<file path="src/rtl/mca_hist_readout.sv">
// Histogram readout: streams every bin with its raw count, a 7-point moving average and a local-peak flag.
// A 9-bin raw window around the current bin is refilled with one RAM read per emitted beat.
module mca_hist_readout #(
  parameter int N_BINS = 1024,
  parameter int ADDR_W = 10,
  parameter int DATA_W = 16
) (
  input  logic              clk,
  input  logic              rst,
  input  logic              start,
  input  logic [DATA_W-1:0] peak_threshold,
  output logic              ram_rd_en,
  output logic [ADDR_W-1:0] ram_rd_addr,
  input  logic [DATA_W-1:0] ram_rd_data,
  output logic              out_valid,
  input  logic              out_ready,
  output logic [ADDR_W-1:0] out_bin,
  output logic [DATA_W-1:0] out_raw,
  output logic [DATA_W-1:0] out_smooth,
  output logic              out_peak,
  output logic              out_last,
  output logic              busy,
  output logic              done,
  output logic [DATA_W-1:0] peak_total
);
  localparam int CNT_W = ADDR_W + 1;
  localparam int SUM_W = DATA_W + 3;
  localparam logic [CNT_W-1:0] LAST_BIN = CNT_W'(N_BINS - 1);
  localparam logic [CNT_W-1:0] END_BIN  = CNT_W'(N_BINS);

  typedef enum logic [2:0] {IDLE, PRIME, STREAM, FLUSH, DONE} state_t;
  state_t state, state_nxt;

  logic [DATA_W-1:0] win_p0 [0:8];
  logic [DATA_W-1:0] ew [0:8];
  logic              pend_p0;
  logic [2:0]        prime_cnt;
  logic [CNT_W-1:0]  cur;
  logic [DATA_W-1:0] thr;
  logic [DATA_W-1:0] sm_prev, sm_cur, sm_next;
  logic              pk;
  logic              start_acc, fire, load, advance, rd_en;
  logic [ADDR_W-1:0] rd_addr;
  logic              vld_p1;

  function automatic logic [DATA_W-1:0] avg7(
    input logic [DATA_W-1:0] a, b, c, d, e, f, g
  );
    logic [SUM_W-1:0] sum;
    sum = SUM_W'(a) + SUM_W'(b) + SUM_W'(c) + SUM_W'(d) + SUM_W'(e) + SUM_W'(f) + SUM_W'(g);
    return DATA_W'(sum / SUM_W'(7));
  endfunction

  function automatic logic [DATA_W-1:0] sat_inc(input logic [DATA_W-1:0] v);
    return (&v) ? v : v + DATA_W'(1);
  endfunction

  // Stage p0: window (slot 8 may still be in flight from the RAM) and per-bin statistics
  always_comb begin
    for (int k = 0; k < 9; k++) ew[k] = win_p0[k];
    if (pend_p0) ew[8] = ram_rd_data;
    // ew[k] holds raw[cur-4+k]; bins near either end pass their raw count through
    sm_prev = (cur < CNT_W'(4) || cur > CNT_W'(N_BINS - 3)) ? ew[3] :
              avg7(ew[0], ew[1], ew[2], ew[3], ew[4], ew[5], ew[6]);
    sm_cur  = (cur < CNT_W'(3) || cur > CNT_W'(N_BINS - 4)) ? ew[4] :
              avg7(ew[1], ew[2], ew[3], ew[4], ew[5], ew[6], ew[7]);
    sm_next = (cur < CNT_W'(2) || cur > CNT_W'(N_BINS - 5)) ? ew[5] :
              avg7(ew[2], ew[3], ew[4], ew[5], ew[6], ew[7], ew[8]);
    pk = (cur >= CNT_W'(1)) && (cur <= CNT_W'(N_BINS - 2)) &&
         (sm_cur > sm_prev) && (sm_cur > sm_next) && (sm_cur > thr);
  end

  always_comb begin
    state_nxt = state;
    start_acc = 1'b0;
    fire      = vld_p1 && out_ready;
    load      = 1'b0;
    advance   = 1'b0;
    rd_en     = 1'b0;
    rd_addr   = '0;
    unique case (state)
      IDLE: begin
        if (start) begin
          start_acc = 1'b1;
          state_nxt = PRIME;
        end
      end
      PRIME: begin
        rd_en   = 1'b1;
        rd_addr = ADDR_W'(prime_cnt);
        advance = 1'b1;
        if (prime_cnt == 3'd4) state_nxt = STREAM;
      end
      STREAM, FLUSH: begin
        load = (cur < END_BIN) && (!vld_p1 || out_ready);
        if (load) begin
          advance = 1'b1;
          if (state == STREAM) begin
            rd_en   = 1'b1;
            rd_addr = ADDR_W'(cur + CNT_W'(5));
            if (cur + CNT_W'(5) == LAST_BIN) state_nxt = FLUSH;
          end
        end
        if (fire && out_last) state_nxt = DONE;
      end
      DONE:    state_nxt = IDLE;
      default: state_nxt = IDLE;
    endcase
  end

  always_ff @(posedge clk or posedge rst) begin
    if (rst) state <= IDLE;
    else     state <= state_nxt;
  end

  always_ff @(posedge clk) begin
    if (start_acc) begin
      for (int k = 0; k < 9; k++) win_p0[k] <= '0;
    end else if (advance) begin
      for (int k = 0; k < 8; k++) win_p0[k] <= ew[k+1];
      win_p0[8] <= '0;
    end else begin
      for (int k = 0; k < 9; k++) win_p0[k] <= ew[k];
    end
  end

  always_ff @(posedge clk or posedge rst) begin
    if (rst) begin
      pend_p0    <= 1'b0;
      prime_cnt  <= '0;
      cur        <= '0;
      thr        <= '0;
      peak_total <= '0;
    end else begin
      pend_p0 <= rd_en;
      if (start_acc) begin
        prime_cnt  <= '0;
        cur        <= '0;
        thr        <= peak_threshold;
        peak_total <= '0;
      end else begin
        if (state == PRIME) prime_cnt <= prime_cnt + 3'd1;
        if (load) cur <= cur + CNT_W'(1);
        if (fire && out_peak) peak_total <= sat_inc(peak_total);
      end
    end
  end

  // Stage p1: output beat register, held until accepted
  always_ff @(posedge clk or posedge rst) begin
    if (rst) begin
      vld_p1     <= 1'b0;
      out_bin    <= '0;
      out_raw    <= '0;
      out_smooth <= '0;
      out_peak   <= 1'b0;
      out_last   <= 1'b0;
    end else if (load) begin
      vld_p1     <= 1'b1;
      out_bin    <= ADDR_W'(cur);
      out_raw    <= ew[4];
      out_smooth <= sm_cur;
      out_peak   <= pk;
      out_last   <= (cur == LAST_BIN);
    end else if (fire) begin
      vld_p1 <= 1'b0;
    end
  end

  assign out_valid   = vld_p1;
  assign ram_rd_en   = rd_en;
  assign ram_rd_addr = rd_addr;
  assign busy        = (state != IDLE) && (state != DONE);
  assign done        = (state == DONE);

endmodule

</file>
<file path="config.mk">
export PLATFORM = sky130hd
export DESIGN_NAME = mca_hist_readout
export DESIGN_NICKNAME = d
export VERILOG_FILES = /design/src/rtl/mca_hist_readout.sv
export SDC_FILE = /design/constraint.sdc
export NUM_CORES = 1
export LEC_CHECK = 0
export CAP_MARGIN = 20
export CORE_UTILIZATION = 35
export DETAILED_ROUTE_END_ITERATION = 6
export SLEW_MARGIN = 10
export SYNTH_ARGS = -nofsm -noshare
export SYNTH_HDL_FRONTEND = slang
export SYNTH_SLANG_ARGS = --single-unit
</file>
<file path="constraint.sdc">
create_clock -name clk -period 27.8 [get_ports clk]
set_input_delay 8.34 -clock clk [delete_from_list [all_inputs] [get_ports clk]]
set_output_delay 8.34 -clock clk [all_outputs]
set_load 0.02 [all_outputs]
</file>
==> flow_metrics.py <==
metrics = {
    "sta": {
        "fin_setup_tns_ps": 0,
        "slew_headroom_pct": 19.60,
        "fmaxAchievable_mhz": 47.11,
        "rsz0062_at_grt": "false",
        "worst_pin_slew_ps": 1199,
        "finalCriticalPeriod_ps": 21230,
        "min_period_over_period_pct": 76.35,
        "skew_ps": 39.12,
        "setup-violations-final": 0,
        "hold_violations": 0,
        "maxSlewViolCount": 0,
    },
    "route": {
        "route.met3.wl_um": 4153,
        "initialDrtViolationCount": 2130,
        "drc": 45,
        "met1Wirelength_um": 35100,
        "routedWlPerCell_um": 19.76,
        "wirelength_um": 77750,
        "drt_pre_antenna_iters": 7,
        "wl_met2_um": 36400,
        "viasPerCell": 5.609,
        "vias": 22070,
        "antenna_left": 0,
        "top_layer": "met4",
    },
    "floorplan": {
        "die_area_um2": 75100,
        "row_count": 99,
        "design.core.area_um2": 73080,
        "die_y_um": 274.0,
        "die_width_um": 274.0,
        "start_util_pct": 35.44,
        "io_pins": 110,
    },
    "critical_path": {
        "reg2reg_depth": 45,
        "critPathTopFamily": "compound AO/OA/AOI/OAI gates",
        "crit_arrival_ps": 21720,
        "crit_top_cell": "fa_1",
        "crit_required_ps": 28300,
        "startpoint_type": "input port",
        "worst-path-stages": 45,
        "crit_fanout": 14,
        "cp_slowest_cell": "nor2_1",
        "max_stage_delay_ps": 620,
        "cp_num_buf_inv": 2,
        "worstSetupEndpointType": "flop",
        "critPathKind": "in2reg",
    },
    "synthesis": {
        "synth_edf_count": 144,
        "synth_top_area_share_pct": 16.85,
        "synth_mux_area_share_pct": 1.797,
        "yosys.area_share.simple_pct": 16.75,
        "synth_common_cells": "327 x inv_1, 265 x nor2_1, 261 x nand2_1",
        "ys_ff_latch": 239,
        "yosys_warnings": 0,
        "synth_compound_area_share_pct": 22.26,
        "postSynthCellCount": 2873,
        "synth_top_cell_by_area": "fa_1",
        "async_flop_share_pct": 39.75,
        "synth_top_family_by_area": "adder cells",
        "synth.area.top_cells": "fa_1 17%, edfxtp_1 17%, dfrtp_1 9.2%",
        "synthXorXnorAreaFrac_pct": 3.802,
        "synth_most_common_cell": "inv_1",
        "synth_area_um2": 25900,
        "synth_cell_types": 124,
        "yosysSeqAreaShare_pct": 25.87,
        "synthFlopType": "edfxtp_1",
        "synthAdderAreaFrac_pct": 22.92,
        "avgSynthCellArea_um2": 9.016,
    },
    "final_layout": {
        "layout-drive-gt1-share_pct": 6.720,
        "antennaDiodeCount": 0,
        "layout.nets": 3326,
        "area_growth_pct": 12.54,
    },
    "place": {
        "portBuffers": 109,
        "gp_congestion": 0.9274,
        "dp_hpwl_um": 60660,
    },
    "clock_tree": {
        "clk_latency_ps": 560,
        "cts_max_level": 2,
        "cts_buffers": 34,
        "path_clk_slew_ps": 60,
        "cts_setup_buffers": 0,
        "post_cts_resized": 0,
        "cts_max_path_buffers": 3,
        "cts_root_buf": "clkbuf_16",
        "cts_tree": "built",
        "clkSinkCount": 239,
        "hold_buffers": 0,
    },
    "grt": {
        "antenna_found_initial": 1,
        "grt_max_degree": 85,
        "grtUsageTotal_pct": 20.77,
        "grt_first_pass_wirelength_um": 122600,
        "overflow": 0,
        "first_global_vias": 21130,
    },
    "flow_run": {
        "maxCapViolCount": 0,
    },
    "worst_hold_path": {
        "min_path_cells": 2,
        "worst_hold_path_type": "reg2reg",
    },
    "outcome": {
        "status": "finished with violations",
        "violations": "DRC",
    },
}
sequential cells by signal, summed over array words and instances, names as in the netlist:
signal,cells
cur,11
out_bin,10
out_last,1
out_peak,1
out_raw,16
out_smooth,16
out_valid,1
peak_total,16
pend_p0,1
prime_cnt,3
state,3
thr,16
win_p0,144
routing by layer:
layer,vias to the layer above,GRT usage [%]
li1,10430,-
met1,10880,29.03
met2,664,34.16
met3,99,2.084
met4,0,5.424
met5,-,0
worst register-to-register path, delay by kind of cell (launching register included):
family | cells | cell delay [ps]
adders and majority gates | 7 | 3170
muxes | 3 | 770
DFF | 1 | 320
buffers and inverters | 2 | 450
AOI/OAI and AO/OA | 19 | 5130
xor gates and xnor gates | 2 | 570
and+or+nand+nor | 12 | 3340
metrics by stage:
stage	hold slack [ps]	cells	instance area (µm²)	worst slack, ps	utilization, %
2_1_floorplan	487.5	2888	25960	9011	-
3_3_place_gp	458.4	3873	28040	6440	38.36
3_5_place_dp	466.7	3873	28040	6208	38.36
4_1_cts	481.2	3933	29130	6777	39.86
5_1_grt	500.5	3935	29150	5763	39.89
6_report	475.4	3935	29150	6574	39.89
worst paths after layout:
kind / startpoint / to / slack [ps]
min in group asynchronous: rst / out_raw[0] / 8110
worst max-delay path: ram_rd_data[2] / out_peak / 6570
worst min register to register: out_smooth[8] / out_smooth[8] / 480
worst max register to register: pend_p0 / out_peak / 13970
max in group asynchronous: rst / out_smooth[12] / 18440
worst min-delay path: out_smooth[8] / out_smooth[8] / 480
layout make-up:
class                   instances  area, µm²
repair buffers                138       1309
clock inverters                18      171.4
inverters                     327       1230
multi-input cells            2212      17620
clock buffers                  42      922.1
flip-flops and latches        239       6701
fillers                      7365      43930
well taps                     959       1200
logic make-up (layout without fill, tap and decap cells):
logic type | count (synthesis) | in the layout
flip-flops | 239 | 239
buffers and inverters | 437 | 525
adder cells (fa/ha/maj) | 345 | 345
multiplexers | 45 | 45
other | 1 | 16
AND/OR/NAND/NOR | 912 | 912
XOR/XNOR | 107 | 107
AO/OA/AOI/OAI | 787 | 787
placed cells by master, fill, tap and decap left out, types with 33 or more instances in the layout:
| cell | count |
|---|---|
| edfxtp_1 | 144 |
| o21ai_0 | 128 |
| ha_1 | 120 |
| inv_1 | 326 |
| a21oi_1 | 166 |
| clkdlybuf4s50_1 | 109 |
| fa_1 | 218 |
| nand2_1 | 261 |
| a21o_1 | 40 |
| nand3_1 | 66 |
| mux2i_1 | 36 |
| a211oi_1 | 33 |
| xor2_1 | 41 |
| nor2_1 | 264 |
| clkbuf_16 | 35 |
| nand4_1 | 36 |
| dfrtp_1 | 95 |
| xnor2_1 | 61 |
| and2_1 | 61 |
| nor3_1 | 51 |
Power is left out: the tool's default activity adds up to more than one toggle a clock period on the data nets, which glitch-free logic cannot reach.
==> RTL edit: new RTL, config.mk and constraints unchanged <==
`ADDR_W`: 10 -> 11.
--- a/src/rtl/mca_hist_readout.sv
+++ b/src/rtl/mca_hist_readout.sv
@@ -4,3 +4,3 @@
   parameter int N_BINS = 1024,
-  parameter int ADDR_W = 10,
+  parameter int ADDR_W = 11,
   parameter int DATA_W = 16
Ports: changed (resized out_bin and ram_rd_addr); port bits go from 110 to 112. No check against the original RTL was run, so the function may have changed too.
==> RTL edit against the unedited design <==
Via count is 2.7% lower. Sequential cell count increased by 2. Worst setup slack got worse by 0.24 ns. Final area is 1.7% lower. Wire length is 4.4% lower. Die area is 1.4% lower. Critical path type unchanged. Area after synthesis decreased by 1.4%. Worst hold slack worse by 0.0035 ns. Cell count down 1.2%. Utilization hardly changed.
Power is not shown: default switching activity piles up to over one toggle a cycle in this logic, so the estimate is an artifact.
==> RTL edit: results <==
critical_path:
  cp.arrival_ns: 21.93
  cp_slowest_cell: "o21ai_1"
  setup.worst_path.start: "ram_rd_data[5]"
  reg2reg_depth: 52
  r2r_setup_slack_ns: 13.69
  critPathMaxStageDelay_ns: 0.76
run_status:
  status: "complete, no violations"
grt:
  grt_use_met3: 0.0196
  antenna_found_initial: 0
  grt_pass1_vias: 20500
  grt_use_total: 0.199
  grt.met2_usage: 0.332
  grt_pass1_wl_um: 118000
  use_met1: 0.274
cells_and_area:
  n_fill_cell: 7308
  fin_nets: 3291
  drive_above_1_share: 0.0606
drt:
  drtIter0Drc: 1560
  drt_first_pass_iters: 5
  wl_um: 74300
sta:
  fin_skew_ns: 0.0287
  slew_headroom: 0.252
synthesis:
  ys_seq_area_frac: 0.264
  synth_commonest_cells: "inv_1 (332), nand2_1 (259), nor2_1 (254)"
  async_flop_share: 0.402
placement:
  io_buffers: 111
  dp_hpwl_um: 57800
  dpl_cell_area_mm2: 0.0277
  gp_congestion: 0.895
clocking:
  clk_latency_ns: 0.59
  htreeDepth: 1
die:
  die_area_mm2: 0.0740
-- RTL edit: worst min-delay path by stage --
stage / slack [ns] / endpoint / startpoint
after floorplan: 0.49 / thr[0] / thr[0]
after global placement: 0.46 / out_bin[7] / out_bin[7]
after detailed placement: 0.46 / out_bin[9] / out_bin[9]
after CTS: 0.48 / out_bin[9] / out_bin[9]
after global routing: 0.49 / out_bin[8] / out_bin[8]
final: 0.47 / out_bin[9] / out_bin[9]
-- RTL edit: final cells by class --
type                       instances  area share
multi-input combinational       2170       0.601
sequential                       241       0.236
timing repair buffer             140      0.0464
inverter                         333      0.0437
tap                              950      0.0415
clock buffer                      39      0.0277
clock inverter                    16     0.00463
-- RTL edit: logic make-up (layout without fill, tap and decap cells) --
kind of cell | after synthesis | in the layout | synth area share
AO/OA/AOI/OAI | 794 | 794 | 0.222
XOR/XNOR | 98 | 98 | 0.0358
adder cells (fa/ha/maj) | 345 | 345 | 0.233
buffers and inverters | 438 | 528 | 0.0655
flip-flops | 241 | 241 | 0.264
multiplexers | 44 | 44 | 0.0180
other | 1 | 16 | 0.000147
AND/OR/NAND/NOR | 873 | 873 | 0.162
-- RTL edit: metrics by stage --
step                hold WS, ns  setup slack (ns)  cells   util
CTS                       0.479              6.64   3889  0.399
detailed placement        0.464              6.01   3834  0.386
global placement          0.460              6.24   3834  0.386
global route              0.494              5.32   3889  0.399
floorplan                 0.487              8.64   2849      -
finish                    0.472              6.34   3889  0.399
-- RTL edit: routing by layer --
layer / up-vias / wire, um / part of all wire
met4: 0 / 2210 / 0.030
met5: - / 0 / 0
met2: 587 / 35200 / 0.47
li1: 10300 / - / -
met1: 10500 / 33700 / 0.45
met3: 106 / 3250 / 0.044
